===== src/rtl/mem_ctrl_seq.sv =====
// mem_ctrl_seq -- Moore-style control sequencer for a simple load/store CPU.
//
// Walks a fixed T0..T7 step sequence per instruction:
// - Fetch runs through T0..T2.
// - Address generation runs through T3..T5.
// - LD and ST finish their memory access in T6/T7.
// - LDI completes in T5.
// - Unknown opcodes divert to ILL for one cycle and then return to IDLE.
// Memory accesses stretch by MEM_WAIT extra cycles using a small wait counter.
//
// Parameters:
//   MEM_WAIT        extra wait cycles per memory Read/Write access (0..7)
//   OPW             opcode width
//   OP_LD/LDI/ST    opcode encodings
//
// Ports:
//   clk, clr                        clock, synchronous active-high reset
//   run                             start/continue instruction execution
//   opcode                          opcode field of IR
//   PC_out, Zlo_out, MDR_out, BAout bus drive strobes
//   MAR_rd .. PC_rd                 register load strobes
//   IncPC .. ALU_add                datapath controls
//   state                           current state code
//   done                            instruction complete
//   illegal                         unknown opcode
module mem_ctrl_seq #(
    parameter int MEM_WAIT = 0,
    parameter int OPW      = 5,
    parameter int OP_LD    = 0,
    parameter int OP_LDI   = 1,
    parameter int OP_ST    = 2
) (
    input  logic           clk,
    input  logic           clr,
    input  logic           run,
    input  logic [OPW-1:0] opcode,
    output logic           PC_out,
    output logic           Zlo_out,
    output logic           MDR_out,
    output logic           BAout,
    output logic           MAR_rd,
    output logic           MDR_rd,
    output logic           IR_rd,
    output logic           Y_rd,
    output logic           Zlo_rd,
    output logic           PC_rd,
    output logic           IncPC,
    output logic           Gra,
    output logic           Grb,
    output logic           Rin,
    output logic           Rout,
    output logic           Read,
    output logic           Write,
    output logic           ALU_add,
    output logic [3:0]     state,
    output logic           done,
    output logic           illegal
);

    typedef enum logic [3:0] {
        IDLE = 4'd0,
        T0   = 4'd1,
        T1   = 4'd2,
        T2   = 4'd3,
        T3   = 4'd4,
        T4   = 4'd5,
        T5   = 4'd6,
        T6   = 4'd7,
        T7   = 4'd8,
        ILL  = 4'd9
    } state_t;

    localparam logic [2:0]     WAIT_LAST = 3'(MEM_WAIT);
    localparam logic [OPW-1:0] CODE_LD   = OPW'(OP_LD);
    localparam logic [OPW-1:0] CODE_LDI  = OPW'(OP_LDI);
    localparam logic [OPW-1:0] CODE_ST   = OPW'(OP_ST);

    state_t         state_q;
    state_t         state_n;
    logic [2:0]     wait_q;
    logic [2:0]     wait_n;
    logic [OPW-1:0] op_q;

    logic wait_last;
    logic is_ldi;
    logic is_st;
    logic opcode_legal;
    logic end_of_instr;

    // wait_last marks the final cycle of a stretched memory access.
    // Later steps decode the opcode latched during T2, never the live input.
    assign wait_last    = (wait_q == WAIT_LAST);
    assign is_ldi       = (op_q == CODE_LDI);
    assign is_st        = (op_q == CODE_ST);
    assign opcode_legal = (opcode == CODE_LD) || (opcode == CODE_LDI) || (opcode == CODE_ST);

    // State, wait counter and opcode latch; clr overrides any pending wait.
    always_ff @(posedge clk) begin
        if (clr) begin
            state_q <= IDLE;
            wait_q  <= 3'd0;
            op_q    <= '0;
        end else begin
            state_q <= state_n;
            wait_q  <= wait_n;
            if (state_q == T2) begin
                op_q <= opcode;
            end
        end
    end

    // Next-state logic.
    // The wait counter only advances while a wait state holds itself,
    // which stops at WAIT_LAST, so it cannot wrap.
    always_comb begin
        state_n      = state_q;
        end_of_instr = 1'b0;
        case (state_q)
            IDLE: if (run) state_n = T0;
            T0:   state_n = T1;
            T1:   if (wait_last) state_n = T2;
            T2:   state_n = opcode_legal ? T3 : ILL;
            T3:   state_n = T4;
            T4:   state_n = T5;
            T5: begin
                if (is_ldi) end_of_instr = 1'b1;
                else        state_n = T6;
            end
            T6:   if (is_st || wait_last) state_n = T7;
            T7: begin
                if (!is_st || wait_last) end_of_instr = 1'b1;
            end
            ILL:  state_n = IDLE;
            default: state_n = IDLE;
        endcase

        if (end_of_instr) begin
            state_n = run ? T0 : IDLE;
        end

        wait_n = 3'd0;
        if ((state_n == state_q) && (state_q != IDLE)) begin
            wait_n = wait_q + 3'd1;
        end
    end

    // Moore output decode: IDLE and ILL leave every datapath control low.
    always_comb begin
        PC_out  = 1'b0;
        Zlo_out = 1'b0;
        MDR_out = 1'b0;
        BAout   = 1'b0;
        MAR_rd  = 1'b0;
        MDR_rd  = 1'b0;
        IR_rd   = 1'b0;
        Y_rd    = 1'b0;
        Zlo_rd  = 1'b0;
        PC_rd   = 1'b0;
        IncPC   = 1'b0;
        Gra     = 1'b0;
        Grb     = 1'b0;
        Rin     = 1'b0;
        Rout    = 1'b0;
        Read    = 1'b0;
        Write   = 1'b0;
        ALU_add = 1'b0;
        done    = 1'b0;
        illegal = 1'b0;
        case (state_q)
            T0: begin
                PC_out = 1'b1;
                MAR_rd = 1'b1;
                IncPC  = 1'b1;
                Zlo_rd = 1'b1;
            end
            T1: begin
                Zlo_out = (wait_q == 3'd0);
                PC_rd   = (wait_q == 3'd0);
                Read    = 1'b1;
                MDR_rd  = wait_last;
            end
            T2: begin
                MDR_out = 1'b1;
                IR_rd   = 1'b1;
            end
            T3: begin
                Grb   = 1'b1;
                BAout = 1'b1;
                Y_rd  = 1'b1;
            end
            T4: begin
                ALU_add = 1'b1;
                Zlo_rd  = 1'b1;
            end
            T5: begin
                Zlo_out = 1'b1;
                if (is_ldi) begin
                    Gra  = 1'b1;
                    Rin  = 1'b1;
                    done = 1'b1;
                end else begin
                    MAR_rd = 1'b1;
                end
            end
            T6: begin
                if (is_st) begin
                    Gra    = 1'b1;
                    Rout   = 1'b1;
                    MDR_rd = 1'b1;
                end else begin
                    Read   = 1'b1;
                    MDR_rd = wait_last;
                end
            end
            T7: begin
                if (is_st) begin
                    Write = 1'b1;
                    done  = wait_last;
                end else begin
                    MDR_out = 1'b1;
                    Gra     = 1'b1;
                    Rin     = 1'b1;
                    done    = 1'b1;
                end
            end
            ILL: illegal = 1'b1;
            default: ;
        endcase
    end

    assign state = state_q;

endmodule


===== config.mk =====
export PLATFORM = sky130hd
export DESIGN_NAME = mem_ctrl_seq
export DESIGN_NICKNAME = d
export VERILOG_FILES = /design/src/rtl/mem_ctrl_seq.sv
export SDC_FILE = /design/constraint.sdc
export NUM_CORES = 1
export LEC_CHECK = 0
export CORE_UTILIZATION = 40
export DETAILED_ROUTE_END_ITERATION = 16
export PLACE_DENSITY_LB_ADDON = 0.25
export SYNTH_ARGS = -nofsm -noshare
export SYNTH_HDL_FRONTEND = slang
export SYNTH_SLANG_ARGS = --single-unit

===== constraint.sdc =====
create_clock -name clk -period 2.5 [get_ports clk]
set_clock_uncertainty 0.15 [all_clocks]
set_input_delay 0.625 -clock clk [delete_from_list [all_inputs] [get_ports clk]]
set_output_delay 0.625 -clock clk [all_outputs]
set_load 0.05 [all_outputs]

Word level (Yosys, flattened, before mapping)
Cells that the tools add are included.
- register bits after elaboration: 12
- input bits: 8
- word-level logic and storage cells: 64
- bitwise logic cells: 1
- reduce and logical (&&, ||, !) cells: 12
- add/sub/neg operators: 1
- muxes and demuxes: 33
- equal/unequal tests: 14
- operators by type and width (cell ; number):
    $pmux W4 S9 ; 1
    $mux W4 ; 6
    $mux W1 ; 17
    $eq A4 B3 Y1 const B ; 4
    $pmux W1 S2 ; 8
    $eq A5 B1 Y1 const B ; 2
    $eq A5 B2 Y1 const B ; 2
    $eq A4 B2 Y1 const B ; 2
    $eq A4 B4 Y1 const B ; 2
    $logic_not A5 Y1 ; 1
    $eq A4 B1 Y1 const B ; 1
    $eq A4 B4 Y1 ; 1
    $logic_not A4 Y1 ; 1
    $logic_or A1 B1 Y1 ; 4
    $reduce_bool A4 Y1 ; 1
    $reduce_or A2 Y1 ; 2
    $add A3 B1 Y3 const B ; 1
    $logic_not A3 Y1 ; 1
    $pmux W1 S3 ; 1
    $logic_and A1 B1 Y1 ; 1
    $logic_not A1 Y1 ; 1
    $not A1 Y1 ; 1

Logic depth before layout (Yosys ltp)
- depth in word-level cells: 10
- depth in mapped cells: 7
- depth with buffers taken out: 7

Worst setup path before layout
Ideal clock, no wire load.
- path type: reg2out
- start: register state_q[3], in the netlist state[3]
- end: output Gra
- required time: 1725 ps
- cell stages (with the launch flop): 5
- arrival: 2972 ps
- setup slack: -1247 ps
- buffers on the path: 1
- cells stage by stage: dfxtp_1 > buf_4 > or4b_1 > o21ai_0 > or2_2
- longest elaborated chain between the ends: 2
- elaborated cells on any way between the ends: 4
- those cells by class: eq/ne: 3; mux: 1
- RTL lines (item ; line ; source):
    start: declaration ; 78 ; state_t state_q;
    start signal: assignment ; 104 ; state_q <= state_n;
    $eq A4 B4 Y1 or $eq A4 B3 Y1 (tied branches) ; 169 ; case (state_q)
    $pmux W1 S3 * ; 169 ;
    end: declaration ; 48 ; output logic Gra,
Every way passes the cells marked *; elsewhere a longest branch is shown, timed or not.

Worst setup path after layout
- start: register op_q[2]
- end: output Gra
- longest elaborated chain between the ends: 3
- elaborated cells on any way between the ends: 6
- those cells by class: eq/ne: 2; mux: 4
- RTL lines (item ; line ; source):
    start: declaration ; 82 ; logic [OPW-1:0] op_q;
    start signal: assignment ; 107 ; op_q <= opcode;
    $eq A5 B2 Y1 or $eq A5 B1 Y1 (tied branches) ; 94, 93 ;
    $mux W1 (on tied branches) ; 216, 197, 206 ;
    $pmux W1 S3 * ; 169 ;
Marked as above.

==> run metrics <==
ys async rst share=0%; Final Net Count=180; endpoint of the worst hold path=op_q[4]; r2r startpoint=op_q[2]; initial antenna violation count=0; Finished Layout Cells=196; post-synthesis average cell area=8.022 sq um; fin crit period=2.562 ns; Layout Utilization=76.75%; clock sink count=12; dpl ws=-0.1326 ns; Peak VDD IR=0.4697 mV; share of cells above drive strength 1=48.21%; initial detailed-routing violation count=44; worst flop-to-flop path endpoint=wait_q[2]; largest net degree at the start of global routing=16; Routability Congestion=0.9181; Flop pwr share=25.1%; die span in y=50.86 um; failing checks=setup timing; Setup TNS=-0.1810 ns; Final Setup Violations=4; top-level port count=32; Required @ worst endpoint=1.73 ns; Via Count=1148; H-Tree Level Count=1; unrepaired setup endpoints after global routing=yes; FF-to-FF path depth=8; switching part of the total=43.84%; crit end category=output pin; Core Area=0.002233 sq mm; DP HPWL=2.092 mm; Worst Setup Slack, final=-0.06206 ns; Clock Latency Late Sink=0.28 ns; total gr overflow=0; hold path depth=2; first-pass GRT wire length=4.657 mm; Max clock buf depth=2; CTS tree=built; vias in the first global route=1065; Worst slew margin=66.08%; placed cells=174; combinational power share=61.0%; EDFF count, synth=0; cell count after synthesis=119; Max Clk Rate=0.3903 GHz; Initial Utilization=42.75%; gr usage total=24.03%; n_diodes=0; Die Area=0.002586 sq mm; status=complete, but fails checks; beginning of the critical path=op_q[2]; worst-path fanout max=3; input/output buffers=31; mapped cell area=954.7 sq um; DRC errors left=0; final period utilization=102.5%; max_cap viols=0; Total Routed Length=3.441 mm; ANT nets after route=0; clock power share=13.9%; internal power=0.5050 mW; Root Buffer=clkbuf_4; register area share after synthesis=25.16%; hold_buf cts=0; Min Hold Slack=0.3765 ns; TritonCTS buffer count=3; Net Sw Power=0.3941 mW; Hold WC Path Type=flop to flop; Hold Startpoint=op_q[4]; slew at the pin closest to its max-slew limit=0.5071 ns; Distinct cells, synth=48; WL per Instance=17.56 um; Worst-path clk slew=0.08 ns; predominant post-synthesis flop cell=dfxtp_1; final slew viol count=0; Hold Fails Final Rpt=0; Seq cells post-synth=12; Initial DRT Pass Iterations=4; Synth Net Count=129; CP Launch Type=flop; Worst R2R Setup Slack=0.17 ns; Via-to-Cell Ratio=5.857; arrival time worst endpoint=1.79 ns; standard-cell rows=17; Power Density=524.5 mW/mm^2; Syn. warnings=0; leakage power=0.6931 nW; area grow syn2layout=79.55%; Chip Width=50.86 um; Setup CP Type=flop to output pin
==> per-stage QoR <==
| step | cell area (sq um) | total power [mW] |
|---|---|---|
| 2_1_floorplan | 1036 | 0.5390 |
| 3_3_place_gp | 1501 | 0.6946 |
| 3_5_place_dp | 1501 | 0.7026 |
| 4_1_cts | 1612 | 0.8520 |
| 5_1_grt | 1714 | 0.9367 |
| 6_report | 1714 | 0.8991 |
==> per-layer routing <==
metal	vias up	global-route usage, %	share of wire (%)
met5	-	0	0
met4	0	12.50	4.4
met3	24	5.060	7.1
met2	71	42.89	51
met1	525	26.55	37
li1	528	-	-
==> worst max-delay path: stages, from the launching register on <==
cell	delay [ns]
dfxtp_2	0.33
or3_4	0.41
or3_4	0.42
o21ai_4	0.08
or2_4	0.14
buf_12	0.12
==> cells in the mapped netlist (all sizes together) (3+ instances only) <==
master / instances / area (sq um)
nor2: 17 / 63.81
dfxtp: 12 / 240.2
buf: 9 / 66.31
mux2i: 6 / 60.06
nand2: 6 / 22.52
a21oi: 5 / 25.02
nand3: 5 / 30.03
nor3: 5 / 25.02
o21ai: 5 / 36.29
inv: 4 / 15.01
nand2b: 4 / 25.02
nor2b: 3 / 18.77
o211ai: 3 / 22.52
==> power groups by stage <==
stage                     Clock (mW)  Combinational (mW)  Sequential [mW]
after floorplan                    0               0.293            0.246
after global placement             0               0.455            0.239
after detailed placement           0               0.462            0.240
after CTS                      0.127               0.495            0.230
after global routing           0.136               0.574            0.227
final                          0.125               0.548            0.226
==> registers in the layout (all words and copies together), names as in the netlist <==
| signal | cells |
|---|---|
| state | 4 |
| op_q | 5 |
| wait_q | 3 |
==> layout by cell type, fill, tap and decap left out, drive strengths merged, types with 3 or more instances in the layout <==
| cell | instances |
|---|---|
| a21oi | 5 |
| buf | 46 |
| clkbuf | 4 |
| clkdlybuf4s50 | 10 |
| dfxtp | 12 |
| inv | 4 |
| mux2i | 6 |
| nand2 | 6 |
| nand2b | 4 |
| nand3 | 5 |
| nor2 | 17 |
| nor2b | 3 |
| nor3 | 5 |
| o211ai | 3 |
| o21ai | 5 |
==> worst max path at each step <==
stage | cells past startpoint | slack [ns] | to
2_1_floorplan | 4 | -0.04 | Gra
3_3_place_gp | 6 | -0.05 | wait_q[1]
3_5_place_dp | 7 | -0.13 | wait_q[2]
4_1_cts | 5 | -0.06 | Gra
5_1_grt | 7 | -0.12 | Read
6_report | 5 | -0.06 | Gra
==> final cells by class <==
class	instances	area [sq um]
repair buffers	57	661.9
well taps	28	35.03
inverters	4	15.01
flip-flops and latches	12	257.7
clock buffers	3	22.52
fillers	145	519.2
multi-input cells	92	721.9
==> timing repair <==
item / CTS / global route
setup endpoints to repair: 6 / 8
pin swaps: 5 / 5
endpoints found under the hold margin: 0 / 0
buffers inserted: 8 / 11
resized for setup: 9 / 5
==> cells by family after synthesis <==
kind of cell | share of synthesized area, %
AND/OR/NAND/NOR | 32.77
adder cells (fa/ha/maj) | 2.621
XOR/XNOR | 0.9176
AO/OA/AOI/OAI | 22.94
multiplexers | 6.291
buffers and inverters | 9.305
flip-flops | 25.16
No activity file was read; power rests on OpenSTA's default activity.
